File: config.mk
export PLATFORM = sky130hd
export DESIGN_NAME = priority_encoder
export DESIGN_NICKNAME = d
export VERILOG_FILES = /design/src/rtl/priority_encoder_pkg.sv /design/src/rtl/priority_encoder_onehot_msb.sv /design/src/rtl/priority_encoder.sv
export SDC_FILE = /design/constraint.sdc
export NUM_CORES = 1
export LEC_CHECK = 0
export CAP_MARGIN = 5
export CORE_AREA = 4 4 41 43
export DETAILED_ROUTE_END_ITERATION = 10
export DIE_AREA = 0 0 45 47
export PLACE_DENSITY = 0.76
export RECOVER_POWER = 50
export SYNTH_ARGS = -nofsm -noshare
export SYNTH_HDL_FRONTEND = slang
export SYNTH_SLANG_ARGS = --single-unit
File: constraint.sdc
create_clock -name clk_i -period 0.9 [get_ports clk_i]
set_clock_uncertainty 0.2 [all_clocks]
set_input_delay 0.135 -clock clk_i [delete_from_list [all_inputs] [get_ports clk_i]]
set_output_delay 0.135 -clock clk_i [all_outputs]
set_load 0.05 [all_outputs]
File: src/rtl/priority_encoder_pkg.sv
// ---------------------------------------------------------------------------
// priority_encoder_pkg
// Purpose : shared configuration for the two-sided priority encoder slice.
//           Holds the default word width so the top level and the one-hot
//           scanner agree on it without repeating the literal.
// Ports   : none (package)
// ---------------------------------------------------------------------------
package priority_encoder_pkg;

   // Default width of the encoded word and of both one-hot result masks
   localparam int DEFAULT_WIDTH = 5;

endpackage : priority_encoder_pkg

File: src/rtl/priority_encoder_onehot_msb.sv
// ---------------------------------------------------------------------------
// onehot_msb
// Purpose : purely combinational highest-set-bit isolator. Returns a mask
//           with only the most significant set bit of data kept, or all
//           zeros when data is zero.
// Ports   :
//   data    in   WIDTH : word to scan
//   onehot  out  WIDTH : one-hot mask of the highest set bit (0 if none)
// ---------------------------------------------------------------------------
module onehot_msb
   import priority_encoder_pkg::*;
#(
   parameter int WIDTH = DEFAULT_WIDTH
) (
   input  logic [WIDTH-1:0] data,
   output logic [WIDTH-1:0] onehot
);

   // Scan from the MSB down; the first set bit found claims the output and
   // blocks every lower bit from also being reported.
   always_comb begin
      logic found;
      found  = 1'b0;
      onehot = '0;
      for (int i = WIDTH - 1; i >= 0; i--) begin
         if (!found && data[i]) begin
            onehot[i] = 1'b1;
            found     = 1'b1;
         end
      end
   end

endmodule : onehot_msb

File: src/rtl/priority_encoder.sv
// ---------------------------------------------------------------------------
// priority_encoder
// Purpose : registered two-sided priority encoder. For every qualified input
//           word it produces a one-hot mask of the highest set bit (left)
//           and of the lowest set bit (right), one clock later.
// Ports   :
//   clk_i         in   1     : clock, all state updates on the rising edge
//   srst_i        in   1     : asynchronous active-low reset
//   data_val_i    in   1     : qualifier for data_i
//   data_i        in   WIDTH : word to encode
//   data_left_o   out  WIDTH : one-hot mask of the highest set bit
//   data_right_o  out  WIDTH : one-hot mask of the lowest set bit
//   data_val_o    out  1     : qualifier for both masks
// ---------------------------------------------------------------------------
module priority_encoder
   import priority_encoder_pkg::*;
#(
   parameter int WIDTH = DEFAULT_WIDTH
) (
   input  logic             clk_i,
   input  logic             srst_i,
   input  logic             data_val_i,
   input  logic [WIDTH-1:0] data_i,
   output logic [WIDTH-1:0] data_left_o,
   output logic [WIDTH-1:0] data_right_o,
   output logic             data_val_o
);

   logic [WIDTH-1:0] left_mask;
   logic [WIDTH-1:0] data_rev;
   logic [WIDTH-1:0] right_rev;
   logic [WIDTH-1:0] right_mask;

   // The lowest set bit of a word is the highest set bit of its mirror
   // image, so the same scanner serves both sides: mirror the input, scan,
   // then mirror the result back into place.
   for (genvar g = 0; g < WIDTH; g++) begin : g_mirror
      assign data_rev[g]   = data_i[WIDTH-1-g];
      assign right_mask[g] = right_rev[WIDTH-1-g];
   end

   onehot_msb #(
      .WIDTH (WIDTH)
   ) u_left_scan (
      .data   (data_i),
      .onehot (left_mask)
   );

   onehot_msb #(
      .WIDTH (WIDTH)
   ) u_right_scan (
      .data   (data_rev),
      .onehot (right_rev)
   );

   // Output register stage. A qualified word updates both masks and raises
   // the valid flag; an unqualified cycle only drops the valid flag so the
   // last result stays visible for whoever still needs it.
   always_ff @(posedge clk_i or negedge srst_i) begin
      if (!srst_i) begin
         data_left_o  <= '0;
         data_right_o <= '0;
         data_val_o   <= 1'b0;
      end else if (data_val_i) begin
         data_left_o  <= left_mask;
         data_right_o <= right_mask;
         data_val_o   <= 1'b1;
      end else begin
         data_val_o   <= 1'b0;
      end
   end

endmodule : priority_encoder

==> impl_metrics.yaml, run 1 <==
power_and_ir_drop:
  powerDensity_nw_per_um2: 1410
  p_total_uw: 1270
  p_leak_uw: 0.000383
  ir_drop_v: 0.000865
sta:
  slew-limit-headroom_pct: 81.1
  fin_hold_ws_ps: -0.667
  fin_ws_ps: -297
  setup_viol: 12
  slew_violations: 0
  max_freq_mhz: 835
  period_share_pct: 133
  hold_violations: 1
  worst_pin_slew_ps: 283
  layout_min_cycle_time_ps: 1200
  rsz0062_at_grt: "true"
routing:
  drt_iter0_markers: 6
  vias: 428
  antenna_left: 0
  vias_per_cell: 4.92
  remaining_drc_errors: 0
  wl_per_cell_um: 14.7
  drt_pass1_iterations: 4
  drt-total-wl_um: 1280
placed_design:
  place.port_buffers: 18
  routabilityCongestion: 0.810
  hpwl_um: 936
worst_setup_path:
  crit_cells: 1
  slowest_stage: "dfrtp_2"
  reg2reg_from: "data_right_o[0]"
  critPathLaunchType: "flop"
  startpoint: "data_right_o[4]"
  critPathRequiredTime_ps: 560
  cpLargestDelayFamily: "flip-flops"
  worstRegToRegCells: 1
  critPathArrivalTime_ps: 860
  critPathKind: "flop to output port"
  crit_fanout: 2
  slowest_delay_ps: 440
  critical_path_buf_inv_count: 1
  end_kind: "output port"
  path_cells: "buf_12"
cts:
  cts_tree: "done"
  htreeDepth: 1
  cts_buffers: 3
  cts_buffer_depth: 2
  cts_root_buf: "clkbuf_4"
  cts_sinks: 11
  clk_latency_ps: 260
  clk_pin_slew_worst_paths_ps: 70
grt:
  grt_max_degree: 12
  grt_pass1_wl_um: 2050
  track_usage_pct: 14.3
  grt_pass1_vias: 441
  grt_antenna_before_repair: 0
  grt_overflow: 0
cells_and_area:
  nets: 81
  seqCellArea_sq_um: 289
  fin_util_pct: 69.2
  drive_gt1_share_pct: 68.1
  area_growth_syn_to_layout_pct: 98.9
  antenna_cells: 0
  multi_input_area_sq_um: 166
  nFillCells: 99
synthesis:
  seq_area_frac_synth_pct: 60.8
  avgSynthCellArea_sq_um: 11.0
  synth.net_count: 49
  synth_area_sq_um: 453
  syn_inst: 41
  synth_seq_cells: 11
  ys_types: 13
  synth_warnings: 0
min_path:
  hold_path.class: "input port to flop"
  hold_depth: 3
  hold_start: "data_i[2]"
run_status:
  status: "complete, but fails checks"
  violations: "hold timing, setup timing"
floorplan:
  die_w_um: 45
  num_io_pins: 19
  initial_utilization_pct: 34.8
  core-area_sq_um: 1300
  die_h_um: 47
  dieArea_sq_um: 2120
  rows: 13
job:
  drv_cap: 0
registers in the layout, indices dropped and copies added, names as in the netlist:
name	count
data_val_o	1
data_right_o	5
data_left_o	5
synthesized netlist by cell type:
master    number  share of area (%)
dfrtp_1       11                 61
inv_1          9                7.5
nand2_1        4                3.3
nand3b_1       3                5.0
o22ai_1        3                4.1
buf_2          2                2.2
o21ai_1        2                2.2
o32ai_1        2                3.9
mux2_2         1                2.5
o21ai_0        1                1.1
o32ai_2        1                3.6
or3_1          1                1.4
or3_4          1                2.5
where the power goes:
part	internal, uW	leakage, uW	switching [uW]
clock	172	0.0000150	163
sequential	528	0.000128	32.6
combinational	186	0.000240	185
final cells by class:
type	count	area share (%)
well taps	15	2.08
flip-flops and latches	11	32.1
multi-input cells	19	18.5
clock buffers	4	2.92
inverters	9	3.75
repair buffers	29	40.7
worst paths after layout:
path                       slack [ps]              end
max                              -300  data_right_o[4]
min                              -0.7   data_left_o[1]
max reg2reg                      -100  data_right_o[0]
min reg2reg                       360  data_right_o[0]
max in group asynchronous         190   data_left_o[0]
min in group asynchronous          60   data_left_o[2]
placed cells by master (no fill, tap or decap):
| cell type | instances |
|---|---|
| clkbuf_4 | 3 |
| buf_2 | 3 |
| dlygate4sd2_1 | 1 |
| o22ai_2 | 2 |
| clkbuf_1 | 1 |
| o22ai_1 | 1 |
| dfrtp_2 | 11 |
| clkdlybuf4s15_1 | 1 |
| inv_2 | 1 |
| or3_4 | 2 |
| clkdlybuf4s15_2 | 1 |
| buf_12 | 11 |
| nand3b_1 | 3 |
| nand2_1 | 4 |
| clkbuf_2 | 1 |
| buf_6 | 3 |
| mux2_2 | 1 |
| buf_4 | 7 |
| inv_1 | 8 |
| o32ai_2 | 3 |
| o21ai_1 | 3 |
| dlygate4sd3_1 | 1 |
metrics by stage:
stage                     setup TNS (ps)  instance area [sq um]  hold WS, ps  worst slack, ps  std cells
after detailed placement           -5290                    853          270             -668         82
after CTS                          -3270                    905        -20.7             -302         87
after floorplan                     -805                    467         -361             -202         41
final                              -3210                    901       -0.667             -297         87
after global routing               -3490                    901         7.25             -316         87
after global placement             -5030                    853          268             -606         82
logic make-up (layout without fill, tap and decap cells):
kind of cell	count (synthesis)	in the layout	share of synthesized area, %
simple gates	9	9	12.2
buf+inv	11	42	9.67
mux	1	1	2.49
compound gates	9	9	14.9
flops	11	11	60.8
routing by layer:
metal,wire length (um),global-route usage [%]
met1,498,16.1
met4,70,9.94
met2,609,23.2
met5,0,0
met3,102,4.60
repair_timing:
action,CTS,global route
setup endpoints to repair,21,16
setup buffers,1,0
pin swaps,7,0
endpoints found under the hold margin,15,11
resized for setup,24,3
(Power assumes the default switching activity.)
==> inputs of run 2 (changes only) <==
--- a/config.mk
+++ b/config.mk
@@ -9,7 +9,7 @@
 export CORE_AREA = 4 4 41 43
 export DETAILED_ROUTE_END_ITERATION = 10
 export DIE_AREA = 0 0 45 47
-export PLACE_DENSITY = 0.76
+export PLACE_DENSITY = 0.75
 export RECOVER_POWER = 50
 export SYNTH_ARGS = -nofsm -noshare
 export SYNTH_HDL_FRONTEND = slang
==> run 2 against run 1 <==
Compared with the run above:
- the flow still finishes with violations (hold timing, setup timing)
- global-route usage hardly changed
- via count down 0.93%
- sequential share of layout area down 1.1 points
- total power grew 1.5%
- clock power rose by 1%
- count of clock-buffer cells in the layout stayed put
- non-clock buffer count is 3 higher
- critical path type unchanged
- largest cell class unchanged
- largest power group unchanged
==> impl_metrics.yaml, run 2 (same netlist as run 1, synthesis figures left out) <==
run_status:
  status: "complete, but fails checks"
  violations: "hold timing, setup timing"
cells_and_area:
  drive_gt1_share_pct: 68.0
  fin_util_pct: 71.6
  top_regs: "data_left_o: 5 flops, data_right_o: 5 flops, data_val_o: 1 flops"
  stdcell_count: 90
  nets: 84
  seqCellArea_sq_um: 289
  antenna_cells: 0
  multi_input_area_sq_um: 173
  area_growth_syn_to_layout_pct: 106
  nFillCells: 106
  final_cell_mix: "dfrtp_2, buf_12, buf_4, inv_1"
floorplan:
  rows: 13
  die_w_um: 45
  die_h_um: 47
  core-area_sq_um: 1300
  initial_utilization_pct: 34.8
  dieArea_sq_um: 2120
  num_io_pins: 19
power_and_ir_drop:
  pwr-share-seq_pct: 43.5
  pwr-share-clk_pct: 26.3
  powerDensity_nw_per_um2: 1380
  ir_drop_v: 0.000913
  p_comb_share_pct: 30.2
  switchingPower_uw: 386
  switching_share_pct: 30.1
  p_leak_uw: 0.000395
  internal_power_uw: 899
sta:
  worst_pin_slew_ps: 344
  fin_ws_ps: -291
  rsz0062_at_grt: "true"
  slew_violations: 0
  setup_viol: 14
  hold_violations: 5
  slew-limit-headroom_pct: 77.1
  layout_min_cycle_time_ps: 1190
  period_share_pct: 132
  fin_hold_ws_ps: -56.8
  max_freq_mhz: 840
cts:
  clk_latency_ps: 270
  cts_buffer_depth: 2
  cts_tree: "done"
  cts_buffers: 3
  cts_root_buf: "clkbuf_4"
  clk_pin_slew_worst_paths_ps: 70
  htreeDepth: 1
  cts_sinks: 11
worst_setup_path:
  slowest_delay_ps: 430
  critPathArrivalTime_ps: 860
  critPathRequiredTime_ps: 560
  startpoint: "data_right_o[1]"
  critPathKind: "flop to output port"
  end_kind: "output port"
  cpLargestDelayFamily: "flip-flops"
  crit_fanout: 2
  slowest_stage: "dfrtp_2"
  critical_path_buf_inv_count: 1
  reg2reg_from: "data_right_o[0]"
  critPathLaunchType: "flop"
  path_cells: "buf_12"
routing:
  drt_iter0_markers: 3
  antenna_left: 0
  remaining_drc_errors: 0
  drt-total-wl_um: 1240
  vias: 424
  wl_per_cell_um: 13.7
  vias_per_cell: 4.71
  drt_pass1_iterations: 3
placed_design:
  place.port_buffers: 18
  hpwl_um: 942
  dp.cells: 84
  routabilityCongestion: 0.799
grt:
  grt_antenna_before_repair: 0
  track_usage_pct: 14.4
  grt_max_degree: 8
  grt_overflow: 0
  grt_pass1_vias: 484
  grt_pass1_wl_um: 2030
job:
  drv_cap: 0
min_path:
  hold_path.class: "input port to flop"
  hold_start: "data_i[2]"
==> run 2: cell count changes in the layout (fill, tap and decap cells not counted), sizes merged <==
cell    previous run  this run
clkbuf             5         6
buf               24        26
==> run 2: final timing paths <==
| kind | depth (start not counted) | slack [ps] | end |
|---|---|---|---|
| max | 1 | -290 | data_right_o[1] |
| min | 3 | -60 | data_left_o[1] |
| max in group asynchronous | 2 | 120 | data_left_o[0] |
| min in group asynchronous | 2 | 80 | data_right_o[2] |
| max reg2reg | 1 | -100 | data_right_o[0] |
| min reg2reg | 2 | 370 | data_left_o[3] |
==> run 2: per-stage QoR <==
stage	setup WS (ps)	power [uW]	instance area, sq um	TNS, ps
detailed placement	-644	939	856	-5050
global placement	-606	931	856	-4860
CTS	-291	1280	898	-3280
finish	-291	1290	932	-3260
floorplan	-202	703	467	-805
global route	-327	1360	932	-3670
==> run 2: final cells by class <==
| cell class | count | share of cell area, % |
|---|---|---|
| repair buffers | 32 | 42.0 |
| flip-flops and latches | 11 | 31.0 |
| multi-input cells | 19 | 18.5 |
| inverters | 9 | 3.62 |
| clock buffers | 4 | 2.82 |
| well taps | 15 | 2.01 |
==> run 2: worst min-delay path, cell delays in order <==
cell and delay, ps:
buf_6 80, or3_4 120, o22ai_2 50
==> run 2: per-layer routing <==
metal / track usage [%] / vias to the layer above / part of all wire [%]
li1: - / 207 / -
met1: 14.8 / 195 / 36
met2: 25.1 / 16 / 52
met3: 2.68 / 6 / 6.1
met4: 12.3 / 0 / 5.3
met5: 0 / - / 0
==> run 2: power groups by stage <==
stage / Combinational, uW / Clock, uW / Sequential, uW
after floorplan: 50.4 / 0 / 653
after global placement: 364 / 0 / 567
after detailed placement: 370 / 0 / 569
after CTS: 375 / 342 / 559
after global routing: 409 / 384 / 563
final: 388 / 338 / 559
==> run 2: repair_timing <==
action                                  CTS  global route
endpoints found under the setup margin   21            19
endpoints found under the hold margin    14            15
gates resized for setup                  19            12
pin swaps                                 5             5
setup buffers                             1             2
